--- src/rtl/led_pattern_gen.sv ---
// ---------------------------------------------------------------------------
// led_pattern_gen
//
// Purpose:
//   LED pattern engine for a WIDTH-bit LED bank. A prescaler produces a step
//   tick every P = max(DIV >> speed, 1) enabled clock cycles. On each step the
//   pattern rotates left, rotates right, bounces between the ends, or holds,
//   depending on the selected mode. A synchronous load replaces the pattern
//   and restarts the prescaler.
//
// Ports:
//   clk       in   system clock
//   rst       in   synchronous active-high reset (wins over load and en)
//   en        in   1 = run, 0 = freeze prescaler, pattern and direction
//   mode      in   2'b00 rot-left, 2'b01 rot-right, 2'b10 bounce, 2'b11 hold
//   speed     in   prescaler shift; period P = max(DIV >> speed, 1)
//   load      in   synchronous pattern load strobe (wins over en/step)
//   load_val  in   pattern captured when load = 1
//   led       out  current pattern (registered)
//   dir       out  bounce direction, 0 = left, 1 = right (registered)
//   step      out  one-cycle pulse, high while a freshly stepped led is shown
//
// Configuration macro:
//   LED_ZERO_GUARD_EN - when defined, a step taken while led is all-zero
//                       reloads SEED instead of performing the mode action.
//                       When undefined, an all-zero pattern stays zero.
// ---------------------------------------------------------------------------
module led_pattern_gen #(
  parameter int unsigned       WIDTH = 16,
  parameter int unsigned       DIV   = 5000000,
  parameter logic [WIDTH-1:0]  SEED  = {{(WIDTH-1){1'b0}}, 1'b1},
  parameter int unsigned       CNT_W = 32
) (
  input  logic             clk,
  input  logic             rst,
  input  logic             en,
  input  logic [1:0]       mode,
  input  logic [1:0]       speed,
  input  logic             load,
  input  logic [WIDTH-1:0] load_val,
  output logic [WIDTH-1:0] led,
  output logic             dir,
  output logic             step
);

  localparam logic [CNT_W-1:0] DIV_C  = CNT_W'(DIV);
  localparam logic [CNT_W-1:0] ONE_C  = {{(CNT_W-1){1'b0}}, 1'b1};
  localparam logic [CNT_W-1:0] ZERO_C = {CNT_W{1'b0}};

  localparam logic [1:0] MODE_ROTL   = 2'b00;
  localparam logic [1:0] MODE_ROTR   = 2'b01;
  localparam logic [1:0] MODE_BOUNCE = 2'b10;
  localparam logic [1:0] MODE_HOLD   = 2'b11;

  localparam logic DIR_LEFT  = 1'b0;
  localparam logic DIR_RIGHT = 1'b1;

  // Rotate the pattern one position towards the MSB, MSB wraps to bit 0.
  function automatic logic [WIDTH-1:0] rot_left(input logic [WIDTH-1:0] v);
    return {v[WIDTH-2:0], v[WIDTH-1]};
  endfunction

  // Rotate the pattern one position towards the LSB, LSB wraps to the MSB.
  function automatic logic [WIDTH-1:0] rot_right(input logic [WIDTH-1:0] v);
    return {v[0], v[WIDTH-1:1]};
  endfunction

  // State registers and their next-state values.
  logic [WIDTH-1:0] led_q,  led_d;
  logic             dir_q,  dir_d;
  logic             step_q, step_d;
  logic [CNT_W-1:0] cnt_q,  cnt_d;

  // Prescaler helpers.
  logic [CNT_W-1:0] shifted_s;
  logic [CNT_W-1:0] period_s;
  logic [CNT_W-1:0] last_s;
  logic             fire_s;

  // Pattern/direction that a step would produce this cycle.
  logic [WIDTH-1:0] stepped_led_s;
  logic             stepped_dir_s;

  // Derive the active step period from speed and decide whether a step fires.
  always_comb begin
    shifted_s = DIV_C >> speed;
    // Large shifts can reach zero; the period never drops below one cycle.
    if (shifted_s == ZERO_C) begin
      period_s = ONE_C;
    end else begin
      period_s = shifted_s;
    end
    last_s = period_s - ONE_C;
    // ">=" rather than "==": after speed is raised mid-count the counter may
    // already sit past the new terminal value, and it must fire instead of
    // running all the way round the counter width.
    fire_s = (cnt_q >= last_s);
  end

  // Compute the pattern and direction a step would produce in the current mode.
  always_comb begin
    stepped_led_s = led_q;
    stepped_dir_s = dir_q;
    case (mode)
      MODE_ROTL: begin
        stepped_led_s = rot_left(led_q);
      end
      MODE_ROTR: begin
        stepped_led_s = rot_right(led_q);
      end
      MODE_BOUNCE: begin
        // Turn around on the step that finds the lit end bit, so the end
        // position is shown for exactly one step period.
        if ((dir_q == DIR_LEFT) && led_q[WIDTH-1]) begin
          stepped_dir_s = DIR_RIGHT;
          stepped_led_s = rot_right(led_q);
        end else if ((dir_q == DIR_RIGHT) && led_q[0]) begin
          stepped_dir_s = DIR_LEFT;
          stepped_led_s = rot_left(led_q);
        end else if (dir_q == DIR_RIGHT) begin
          stepped_led_s = rot_right(led_q);
        end else begin
          stepped_led_s = rot_left(led_q);
        end
      end
      MODE_HOLD: begin
        stepped_led_s = led_q;
      end
      default: begin
        stepped_led_s = led_q;
        stepped_dir_s = dir_q;
      end
    endcase
`ifdef LED_ZERO_GUARD_EN
    // A dark bank would otherwise stay dark forever; restart from SEED.
    if (led_q == {WIDTH{1'b0}}) begin
      stepped_led_s = SEED;
      stepped_dir_s = dir_q;
    end else begin
      stepped_led_s = stepped_led_s;
      stepped_dir_s = stepped_dir_s;
    end
`endif
  end

  // Next-state selection: load beats the prescaler, en=0 freezes everything.
  always_comb begin
    led_d  = led_q;
    dir_d  = dir_q;
    cnt_d  = cnt_q;
    step_d = 1'b0;
    if (load) begin
      // Any step due this cycle is dropped; the new pattern starts a fresh
      // period.
      led_d  = load_val;
      dir_d  = DIR_LEFT;
      cnt_d  = ZERO_C;
      step_d = 1'b0;
    end else if (en) begin
      if (fire_s) begin
        led_d  = stepped_led_s;
        dir_d  = stepped_dir_s;
        cnt_d  = ZERO_C;
        step_d = 1'b1;
      end else begin
        cnt_d  = cnt_q + ONE_C;
        step_d = 1'b0;
      end
    end else begin
      led_d  = led_q;
      dir_d  = dir_q;
      cnt_d  = cnt_q;
      step_d = 1'b0;
    end
  end

  // State registers with synchronous reset.
  always_ff @(posedge clk) begin
    if (rst) begin
      led_q  <= SEED;
      dir_q  <= DIR_LEFT;
      cnt_q  <= ZERO_C;
      step_q <= 1'b0;
    end else begin
      led_q  <= led_d;
      dir_q  <= dir_d;
      cnt_q  <= cnt_d;
      step_q <= step_d;
    end
  end

  assign led  = led_q;
  assign dir  = dir_q;
  assign step = step_q;

endmodule

--- config.mk ---
export PLATFORM = sky130hd
export DESIGN_NAME = led_pattern_gen
export DESIGN_NICKNAME = d
export VERILOG_FILES = /design/src/rtl/led_pattern_gen.sv
export SDC_FILE = /design/constraint.sdc
export NUM_CORES = 1
export LEC_CHECK = 0
export ABC_CLOCK_PERIOD_IN_PS = 3700
export BUFFER_PORTS_ARGS = -buffer_cell sky130_fd_sc_hd__buf_4
export CORE_ASPECT_RATIO = 1.4
export CORE_MARGIN = 2
export CORE_UTILIZATION = 45
export CTS_CLUSTER_SIZE = 40
export DETAILED_ROUTE_END_ITERATION = 6
export PLACE_DENSITY = 0.63
export SETUP_SLACK_MARGIN = 0.4
export SLEW_MARGIN = 0
export SYNTH_ARGS = -nofsm -noshare
export SYNTH_HDL_FRONTEND = slang
export SYNTH_SLANG_ARGS = --single-unit
--- constraint.sdc ---
create_clock -name clk -period 3.7 [get_ports clk]
set_input_delay 0.185 -clock clk [delete_from_list [all_inputs] [get_ports clk]]
set_output_delay 0.185 -clock clk [all_outputs]
set_load 0.1 [all_outputs]
== Yosys cells after proc, flatten, opt, wreduce, memory -nomap -nowiden ==
Index checks and enable logic that the tools add are counted.

* Flip-flop bits (word level): 50
* Bits of input ports: 24
* Output and inout bits: 18
* Word-level logic and storage cells: 37

* Add/sub/neg operators: 2
* Magnitude comparators: 1
* Eq/ne operators: 4
* Shifts and indexed selects: 1
* Multiplexer cells: 12
* Bitwise gates (word level): 2
* Reductions and logical operators: 11

{| class="wikitable"
|+ Operators by type and width
! kind !! count
|-
| $mux W16 || 6
|-
| $mux W32 || 2
|-
| $pmux W16 S3 || 1
|-
| $add A32 B1 Y32 const B || 1
|-
| $ge A32 B32 Y1 || 1
|-
| $logic_not A32 Y1 || 1
|-
| $shr A23 B2 Y32 const A || 1
|-
| $sub A32 B1 Y32 const B || 1
|-
| $reduce_bool A2 Y1 || 3
|-
| $eq A2 B2 Y1 const B || 2
|-
| $reduce_and A4 Y1 || 1
|-
| $mux W1 || 3
|-
| $reduce_and A3 Y1 || 1
|-
| $reduce_or A3 Y1 || 1
|-
| $eq A2 B1 Y1 const B || 1
|-
| $logic_and A1 B1 Y1 || 2
|-
| $logic_not A2 Y1 || 1
|-
| $ne A2 B2 Y1 const B || 1
|-
| $not A1 Y1 || 2
|-
| $reduce_or A2 Y1 || 1
|}

== Logic depth before layout (Yosys ltp) ==
* Depth after elaboration: 8
* Depth in mapped cells: 15
* Mapped depth without buffers: 13

== Worst setup path after synthesis ==
OpenSTA, ideal clock, no wires.

* Path kind: input port to flip-flop
* Start: input speed[0]
* End: register cnt_q[24]
* Library setup time: 0.063 ns
* Arrival: 2.666 ns
* Required time: 3.637 ns
* Slack: 0.970 ns
* Stages: 15
* Path buffers: 2
* Cell sequence: inv_1 ha_1 nor3_1 nand3_1 xnor2_1 nor2_1 ha_1 a21oi_1 o21ai_0 a221oi_1 a21oi_1 a211o_1 buf_6 buf_12 nor2_4

* Word-level cells in the longest chain between the ends: 6

{| class="wikitable"
|+ RTL lines
! element !! line !! source
|-
| from (decl) || 38 || <nowiki>input logic [1:0] speed,</nowiki>
|-
| $shr A23 B2 Y32 * || 86 || <nowiki>shifted_s = DIV_C >> speed;</nowiki>
|-
| $logic_not A32 Y1 || 88 || <nowiki>if (shifted_s == ZERO_C) begin</nowiki>
|-
| $mux W32 * || 88 ||
|-
| $sub A32 B1 Y32 * || 93 || <nowiki>last_s = period_s - ONE_C;</nowiki>
|-
| $ge A32 B32 Y1 * || 97 || <nowiki>fire_s = (cnt_q >= last_s);</nowiki>
|-
| $mux W32 * || 160 || <nowiki>if (fire_s) begin</nowiki>
|-
| to (signal assigned) || 187 || <nowiki>cnt_q <= cnt_d;</nowiki>
|-
| to (decl) || 72 || <nowiki>logic [CNT_W-1:0] cnt_q, cnt_d;</nowiki>
|}

Mark *: on every way between the ends. The rest lies on a longest branch, timed or not.
A chain may end at the register's enable or synchronous reset.

== Worst setup path after layout ==
* Start: input speed[1]
* End: register cnt_q[19]

The elaborated chain is that of the path after synthesis.

==> flow_summary.ini <==
[global_routing]
grt_overflow_total = 0
antenna_found_initial = 0
met3_usage_pct = 2.932
grt_pass1_wl_mm = 14.02
grtUsageMet1_pct = 23.61
grt_max_degree = 34
grt-busiest-layer = met2
met2_usage_pct = 33.94
first_global_vias = 2987
track_usage_pct = 19.29

[finish]
drive_gt1_share_pct = 20.83
fillers = 796
antenna_cells = 0
layout-area-overhead-vs-synth_pct = 13.92
nets = 513

[detailed_routing]
drt-pass1-iter-count = 4
drc = 0
drt-total-wl_mm = 8.277
drtIter0Drc = 159
viasPerCell = 5.581
wl_per_cell_microns = 14.83
postRouteAntennaNets = 0
num_vias = 3114

[sta]
relSlewSlack_pct = 35.11
finalCritPeriodShare_pct = 80.46
holdWs_ns = 0.2074
skew_ns = 0.008914
rsz0062_at_grt = no
period_needed_ns = 2.977
fmax_ghz = 0.3359
tightestPinTransition_ns = 0.9713
tns_ns = 0
drv_slew = 0
setup_violations = 0
hold_viol_final = 0

[synthesis]
synth_nets = 482
synth_ff_type = dfxtp_1
synthArstFlopShare_pct = 0
synth.largest_area_cell = dfxtp_1
yosysWarnings = 0
yosysMostFrequentCell = dfxtp_1
synth_edf_count = 0
ys_types = 55
yosys-top-cells-count = 50 x dfxtp_1, 36 x nor2_1, 34 x ha_1
seq_area_frac_synth_pct = 27.29
netlist_instances = 424
avgSynthCellArea_sq_um = 8.652
syn_area_sq_mm = 0.003669
synth_top_area_share_pct = 27.29
synth_area_leaders = dfxtp_1 27%, ha_1 12%, nor2_4 6.1%
synth_seq_cells = 50

[power]
p_int_mw = 0.8899
p_leak_nw = 1.602
pwr-share-comb_pct = 20.1
p_seq_share_pct = 43.2
cellPowerDensity_mw_per_mm2 = 312.9
pwr-share-clk_pct = 36.7
p_sw_mw = 0.4178
total_power_mw = 1.308
vdd_ir_drop_max_v = 0.0002526
switching_share_pct = 31.95

[placed_design]
place_congestion = 0.8508
port_buffers = 41
hpwl_mm = 6.293

[setup_path]
arrival_ns = 3.15
start_kind = primary input
critPathKind = primary input to register
crit_required_ns = 3.87
slowest_stage = a21oi_1
cpPeakStageDelay_ns = 0.39
path_max_fanout = 28
worstPathCellList = buf_4 -> inv_1 -> ha_1 -> nor3_1 -> nand3_1 -> xnor2_1 -> nor2_1 -> ha_1 -> nand2_1 -> nor3_1 -> o21ai_1 -> a21oi_1 -> a211o_2 -> buf_6 -> nor2_1
endpoint_kind = register

[clock_network]
htree_levels = 2
clock_path_buffers = 2
postCtsHoldBufs = 0
cts_tree = yes
clock_sinks = 50
numCtsBuffers = 5
cts_root_buffer = clkbuf_16
clock_latency_ns = 0.29
clkTransAtPathRegs_ns = 0.08

[status]
status = finished, final reports clean

[worst_hold_path]
holdCritPathClass = primary input to register

[die]
core-area_sq_mm = 0.008051
design.die.area_sq_mm = 0.008901
dieHeight_microns = 110.8
num_rows = 39
initial_core_util_pct = 45.56
die_w_microns = 80.31
ioPinCount = 42

[run]
maxCapViolCount = 0
[area by class of cell]
type                    count  area [sq um]  area share [%]
flip-flops and latches     50          1001           23.95
inverters                  25         93.84           2.246
multi-input cells         325          2439           58.35
clock buffers               5         125.1           2.994
well taps                 102         127.6           3.054
repair buffers             48         364.1           8.713
clock inverters             3         28.78          0.6886
[worst max-delay path, delay by kind of cell]
family | cells | cell delay [ns]
compound gates | 3 | 0.78
simple gates | 6 | 0.71
buf+inv | 3 | 0.69
fa+ha+maj | 2 | 0.62
xor+xnor | 1 | 0.14
[cells by family after synthesis]
| logic type | count (synthesis) | share of synthesized area (%) |
|---|---|---|
| simple gates | 157 | 26.71 |
| flops | 50 | 27.29 |
| xor+xnor | 26 | 6.207 |
| other cells | 2 | 0.2047 |
| mux | 2 | 0.5457 |
| compound gates | 104 | 20.84 |
| buf+inv | 49 | 6.616 |
| fa+ha+maj | 34 | 11.60 |
[sequential cells by signal (all words and copies together) (netlist names)]
name / flops
dir: 1
led: 16
step: 1
cnt_q: 32
[path summary, 6_finish.rpt]
path | from | depth (start not counted) | to | slack, ns
max | speed[1] | 15 | cnt_q[19] | 0.72
max reg2reg | cnt_q[23] | 8 | cnt_q[19] | 1.20
min | load_val[0] | 3 | led[0] | 0.21
min reg2reg | led[10] | 2 | led[10] | 0.51
[per-layer routing]
metal | wire, microns | up-vias
li1 | - | 1595
met1 | 3553 | 1447
met2 | 4281 | 61
met3 | 253 | 11
met4 | 188 | 0
met5 | 0 | -
[placed cells by master (no fill, tap or decap), drive strengths merged, types with 3 or more instances in the layout]
master | synthesis | final
nor4 | 3 | 3
o41ai | 13 | 13
and4 | 10 | 10
xor2 | 15 | 15
a221oi | 3 | 3
a311oi | 13 | 13
nand4 | 7 | 7
dfxtp | 50 | 50
buf | 9 | 48
nand3 | 21 | 21
and2 | 3 | 3
inv | 25 | 26
a21o | 3 | 3
a21oi | 19 | 19
o21ai | 37 | 37
and3 | 7 | 7
ha | 34 | 34
nor3 | 6 | 6
xnor2 | 11 | 11
nand3b | 13 | 13
nand2 | 20 | 20
clkbuf | 15 | 5
nand2b | 5 | 5
nor2 | 56 | 56
[repair_timing]
action | in CTS | in global routing
setup endpoints to repair | 0 | 25
endpoints found under the hold margin | 0 | 0
resized for setup | 0 | 1
buffers inserted | 0 | 0
[power by group through the flow]
| stage | sequential [mW] | clock, mW | combinational, mW |
|---|---|---|---|
| 2_1_floorplan | 0.652 | 0 | 0.129 |
| 3_3_place_gp | 0.578 | 0 | 0.261 |
| 3_5_place_dp | 0.577 | 0 | 0.262 |
| 4_1_cts | 0.565 | 0.493 | 0.263 |
| 5_1_grt | 0.567 | 0.515 | 0.283 |
| 6_report | 0.565 | 0.480 | 0.263 |
[per-stage QoR]
stage	instances	utilization, %	setup WS (ns)	cell area, sq um
floorplan	424	-	0.9703	3669
global placement	550	49.95	0.4160	4021
detailed placement	550	49.95	0.2986	4021
CTS	558	51.86	0.5924	4175
global route	558	51.90	0.4751	4179
finish	558	51.90	0.7229	4179
No activity file was read; power rests on OpenSTA's default activity.
